[config.mk]
export PLATFORM = sky130hd
export DESIGN_NAME = sha256_compress
export DESIGN_NICKNAME = d
export VERILOG_FILES = /design/src/rtl/sha256_compress.sv
export SDC_FILE = /design/constraint.sdc
export NUM_CORES = 2
export LEC_CHECK = 0
export CORE_AREA = 2 2 405 407
export CTS_CLUSTER_SIZE = 30
export DETAILED_ROUTE_END_ITERATION = 8
export DIE_AREA = 0 0 407 409
export PLACE_DENSITY = 0.83
export SLEW_MARGIN = 25
export SYNTH_ARGS = -nofsm -noshare
export SYNTH_HDL_FRONTEND = slang
export SYNTH_HIERARCHICAL = 1
export SYNTH_SLANG_ARGS = --single-unit
[constraint.sdc]
create_clock -name clk -period 23 [get_ports clk]
set_clock_uncertainty 0.1 [all_clocks]
set_input_delay 3.45 -clock clk [delete_from_list [all_inputs] [get_ports clk]]
set_output_delay 3.45 -clock clk [all_outputs]
set_load 0.05 [all_outputs]
[src/rtl/sha256_compress.sv]
// SHA-256 compression function: one round per clock, 16-word sliding message schedule.
// The usigma helper computes the three-rotation big-sigma functions.

module usigma #(
  parameter int unsigned R0 = 2,
  parameter int unsigned R1 = 13,
  parameter int unsigned R2 = 22
) (
  input  logic [31:0] x_i,
  output logic [31:0] y_o
);

  function automatic logic [31:0] ror(input logic [31:0] x, input int unsigned n);
    return (x >> n) | (x << (32 - n));
  endfunction

  assign y_o = ror(x_i, R0) ^ ror(x_i, R1) ^ ror(x_i, R2);

endmodule

module sha256_compress (
  input  logic         clk,
  input  logic         rst,
  input  logic         start,
  input  logic [511:0] block_in,
  input  logic [255:0] hash_in,
  output logic         busy,
  output logic         done,
  output logic [255:0] hash_out
);

  typedef enum logic [1:0] {StIdle, StRound, StFinal} state_e;

  localparam logic [31:0] k_table [64] = '{
    32'h428a2f98, 32'h71374491, 32'hb5c0fbcf, 32'he9b5dba5, 32'h3956c25b, 32'h59f111f1,
    32'h923f82a4, 32'hab1c5ed5, 32'hd807aa98, 32'h12835b01, 32'h243185be, 32'h550c7dc3,
    32'h72be5d74, 32'h80deb1fe, 32'h9bdc06a7, 32'hc19bf174, 32'he49b69c1, 32'hefbe4786,
    32'h0fc19dc6, 32'h240ca1cc, 32'h2de92c6f, 32'h4a7484aa, 32'h5cb0a9dc, 32'h76f988da,
    32'h983e5152, 32'ha831c66d, 32'hb00327c8, 32'hbf597fc7, 32'hc6e00bf3, 32'hd5a79147,
    32'h06ca6351, 32'h14292967, 32'h27b70a85, 32'h2e1b2138, 32'h4d2c6dfc, 32'h53380d13,
    32'h650a7354, 32'h766a0abb, 32'h81c2c92e, 32'h92722c85, 32'ha2bfe8a1, 32'ha81a664b,
    32'hc24b8b70, 32'hc76c51a3, 32'hd192e819, 32'hd6990624, 32'hf40e3585, 32'h106aa070,
    32'h19a4c116, 32'h1e376c08, 32'h2748774c, 32'h34b0bcb5, 32'h391c0cb3, 32'h4ed8aa4a,
    32'h5b9cca4f, 32'h682e6ff3, 32'h748f82ee, 32'h78a5636f, 32'h84c87814, 32'h8cc70208,
    32'h90befffa, 32'ha4506ceb, 32'hbef9a3f7, 32'hc67178f2
  };

  function automatic logic [31:0] ror(input logic [31:0] x, input int unsigned n);
    return (x >> n) | (x << (32 - n));
  endfunction

  function automatic logic [31:0] ssig0(input logic [31:0] x);
    return ror(x, 7) ^ ror(x, 18) ^ (x >> 3);
  endfunction

  function automatic logic [31:0] ssig1(input logic [31:0] x);
    return ror(x, 17) ^ ror(x, 19) ^ (x >> 10);
  endfunction

  state_e             state_q, state_d;
  logic [5:0]         t_q, t_d;
  // Word-packed like hash_in: index 7 is a / H0, index 0 is h / H7.
  logic [7:0][31:0]   wv_q, wv_d, hin_q, hin_d, hash_q, hash_d;
  // w_q[0] always holds W_t; w_q[15] is the newest word.
  logic [15:0][31:0]  w_q, w_d;
  logic               done_q, done_d;

  logic [31:0] sum0, sum1, ch, maj, t1, t2, w_new;

  usigma #(.R0(2), .R1(13), .R2(22)) u_sum0 (.x_i(wv_q[7]), .y_o(sum0));
  usigma #(.R0(6), .R1(11), .R2(25)) u_sum1 (.x_i(wv_q[3]), .y_o(sum1));

  assign ch    = (wv_q[3] & wv_q[2]) ^ (~wv_q[3] & wv_q[1]);
  assign maj   = (wv_q[7] & wv_q[6]) ^ (wv_q[7] & wv_q[5]) ^ (wv_q[6] & wv_q[5]);
  assign t1    = wv_q[0] + sum1 + ch + k_table[t_q] + w_q[0];
  assign t2    = sum0 + maj;
  assign w_new = ssig1(w_q[14]) + w_q[9] + ssig0(w_q[1]) + w_q[0];

  always_comb begin
    state_d = state_q;
    t_d     = t_q;
    wv_d    = wv_q;
    hin_d   = hin_q;
    w_d     = w_q;
    hash_d  = hash_q;
    done_d  = 1'b0;
    unique case (state_q)
      StIdle: begin
        if (start) begin
          hin_d = hash_in;
          wv_d  = hash_in;
          t_d   = 6'd0;
          for (int i = 0; i < 16; i++) begin
            w_d[i] = block_in[511 - 32 * i -: 32];
          end
          state_d = StRound;
        end
      end
      StRound: begin
        wv_d = {t1 + t2, wv_q[7], wv_q[6], wv_q[5], wv_q[4] + t1, wv_q[3], wv_q[2], wv_q[1]};
        w_d  = {w_new, w_q[15:1]};
        if (t_q == 6'd63) begin
          state_d = StFinal;
        end else begin
          t_d = t_q + 6'd1;
        end
      end
      StFinal: begin
        for (int i = 0; i < 8; i++) begin
          hash_d[i] = hin_q[i] + wv_q[i];
        end
        done_d  = 1'b1;
        state_d = StIdle;
      end
      default: state_d = StIdle;
    endcase
  end

  always_ff @(posedge clk) begin
    if (rst) begin
      state_q <= StIdle;
      t_q     <= '0;
      wv_q    <= '0;
      hin_q   <= '0;
      w_q     <= '0;
      hash_q  <= '0;
      done_q  <= 1'b0;
    end else begin
      state_q <= state_d;
      t_q     <= t_d;
      wv_q    <= wv_d;
      hin_q   <= hin_d;
      w_q     <= w_d;
      hash_q  <= hash_d;
      done_q  <= done_d;
    end
  end

  assign busy     = (state_q != StIdle);
  assign done     = done_q;
  assign hash_out = hash_q;

endmodule

==> qor.yml <==
run_status:
  status: "finished clean"
clock_network:
  clkTransAtPathRegs_ns: 0.07
  cts_root_buf: "clkbuf_16"
  cts-resized-gates: 0
  clock_path_buffers: 3
  numCtsBuffers: 141
  clock_sinks: 1289
  cts_hold_buf: 0
  h-tree-depth: 4
  cts_setup_buffers: 0
  cts_tree: "yes"
  insertion_delay_ns: 0.81
worst_setup_path:
  critPathKind: "flop to flop"
  cpPeakStageDelay_ns: 0.81
  cp_common_cell: "a21oi_1"
  critPathLaunchType: "flop"
  slowest_stage: "dfxtp_1"
  end_kind: "flop"
  cp_max_fo: 18
  cp.required_ns: 23.62
  crit_arrival_ns: 10.18
grt:
  grt_max_degree: 277
  grt_usage: 0.379
  grt_busiest_layer: "met2"
  gr-total-overflow: 0
  grt_pass1_vias: 73000
  grt.met2_usage: 0.603
  antenna_found_initial: 34
  grt_use_met3: 0.0665
  use_met1: 0.470
  grt_pass1_wl_mm: 472
place:
  pre_cts_ws_ns: 13.72
  dp.final_hpwl_mm: 251
  io_buffers: 1028
  gp_congestion: 1.02
pwr:
  power_density_nw_per_um2: 184
  pwr-share-comb: 0.696
  total_leakage_power_nw: 38.4
  clkPwrFrac: 0.140
  seq_power_share: 0.165
  switching_share: 0.506
  irDropWorstVdd_mv: 0.322
  p_int_mw: 8.49
  total_power_mw: 17.2
  switching_power_mw: 8.69
synth:
  dominantRegCellSynth: "dfxtp_1"
  avgSynthCellArea_sq_um: 7.84
  syn_inst: 9879
  yosysTopAreaCell: "dfxtp_1"
  synthArstFlopShare: 0
  yosysSeqAreaShare: 0.333
  yosysWarnings: 6
  synth_edf_count: 0
  synth_top_area_frac: 0.333
  syn-num-nets: 11200
  synthesis.area_sq_um: 77500
  synthTopCellsByArea: "dfxtp_1, nand2_1, a311oi_1"
  yosysMostFrequentCell: "nand2_1"
  synth_seq_cells: 1289
  synth_cell_types: 80
  ys_top_cells_by_count: "nand2_1, dfxtp_1, nor2_1"
sta:
  period_needed_ns: 9.56
  grt_setup_unrepaired: "false"
  fin_crit_sh: 0.416
  slew_headroom: 0.0473
  worst_slack_ns: 13.44
  drv_slew: 0
  tns_ns: 0
  tightestPinTransition_ns: 1.43
  final_hold_viol_count: 0
  worst_hold_slack_ns: 0.348
  fmax_mhz: 105
  setup_viol: 0
floorplanning:
  initial_core_util: 0.478
  placementRows: 148
  die_area_sq_um: 166000
  io_pins: 1029
  die_w_um: 407
  die_y_um: 409
  placeableCoreArea_sq_um: 162000
routing:
  drc: 0
  drtPass1Iterations: 7
  wire_per_inst_um: 25.7
  drt_iter0_markers: 9351
  detail-route-antenna-nets: 0
  drt_wl_total_mm: 329
  viasPerCell: 6.07
  vias: 77500
job:
  maxCapViolCount: 0
layout:
  syn_to_final_growth_pct: 20.9
  fin_nets: 11800
  nFillCells: 14600
  drive_gt1_frac: 0.0377
hold_path:
  min-delay-path-class: "flop to flop"
[metrics by stage]
step	utilization	cells	cell area, sq um
3_3_place_gp	0.547	12500	88700
4_1_cts	0.577	12700	93500
2_1_floorplan	-	9879	77500
5_1_grt	0.578	12800	93600
6_report	0.578	12800	93600
3_5_place_dp	0.547	12500	88700
[per-layer routing]
layer / up-vias / wire length, um
li1: 35400 / -
met1: 36900 / 125000
met2: 4247 / 149000
met3: 931 / 29900
met4: 18 / 25000
met5: - / 121
[critical path: cells and delay by family, from the launching register on]
kind            cells  cell delay (ns)
flops               1             0.81
fa+ha+maj           6             2.74
xor+xnor            2             0.46
buf+inv             4             0.51
compound gates     19             3.63
simple gates        5             1.22
[power groups by stage]
stage | registers [mW] | logic [mW] | clock network (mW)
floorplan | 2.65 | 8.29 | 0
global placement | 2.84 | 11.5 | 0
detailed placement | 2.85 | 11.6 | 0
CTS | 2.80 | 11.7 | 2.41
global route | 2.83 | 12.9 | 2.50
finish | 2.83 | 12.0 | 2.40
[flip-flops by register name, summed over array words and instances, names as in the netlist]
register,count
wv_q,256
t_q,6
w_q,512
state_q,2
done,1
hash_out,256
hin_q,256
[kinds of logic after synthesis]
family                   count (synthesis)  synth area share
multiplexers                            57           0.00945
flip-flops                            1289             0.333
AO/OA/AOI/OAI                         2517             0.222
adder cells (fa/ha/maj)                605             0.116
XOR/XNOR                               493            0.0687
buffers and inverters                 1184            0.0574
AND/OR/NAND/NOR                       3734             0.193
[worst paths after layout]
kind	cells after the start	slack, ns	endpoint	start
hold / removal	2	0.35	hash_out[140]$_SDFFE_PP0P_	hash_out[140]$_SDFFE_PP0P_
hold reg to reg	2	0.35	hash_out[140]$_SDFFE_PP0P_	hash_out[140]$_SDFFE_PP0P_
setup / recovery	36	13.44	wv_q[255]$_SDFFE_PP0P_	t_q[1]$_SDFFE_PP0P_
setup reg to reg	36	13.44	wv_q[255]$_SDFFE_PP0P_	t_q[1]$_SDFFE_PP0P_
[cell usage in the layout (no fill, tap or decap), types with 15 or more instances in the layout]
cell             Yosys  layout
o21bai_1            43      43
o311ai_0            17      17
dfxtp_1           1289    1286
clkinv_2             0      20
nor2b_1             33      31
nor3_1              79      79
or2_2               15      15
o31ai_1             33      33
mux2i_1             18      18
clkbuf_16            0     145
inv_1              511     511
mux2_2              29      29
a2111oi_0           37      37
clkbuf_8             0      28
diode_2              0      25
a311oi_1           697     697
xnor2_1            278     278
a31oi_1             60      60
or3_1               26      26
o211ai_1            39      39
xor3_1              55      55
and3_1              30      30
o21ai_0            341     341
nand2b_1            59      57
a21oi_1            755     755
o22ai_1             28      28
ha_1               399     399
a21boi_0            17      17
o21a_1              64      64
clkdlybuf4s50_1      0    1027
fa_1               195     195
a21o_1             183     183
xor2_1             150     150
buf_4                0      66
nand2_1           2278    2275
nor2_1            1026    1024
clkbuf_1           628      29
a211oi_1            76      76
nand4_1             26      26
nand3_1             89      89
[area by class of cell]
| type | instances | area, sq um | area share |
|---|---|---|---|
| multi-input cells | 7406 | 47300 | 0.505 |
| flip-flops and latches | 1289 | 25800 | 0.276 |
| repair buffers | 1104 | 11000 | 0.117 |
| clock buffers | 202 | 4120 | 0.0440 |
| well taps | 2175 | 2720 | 0.0291 |
| inverters | 513 | 1930 | 0.0206 |
| clock inverters | 55 | 737 | 0.00787 |
| diodes | 25 | 62.6 | 0.000668 |
(Power assumes the default switching activity.)
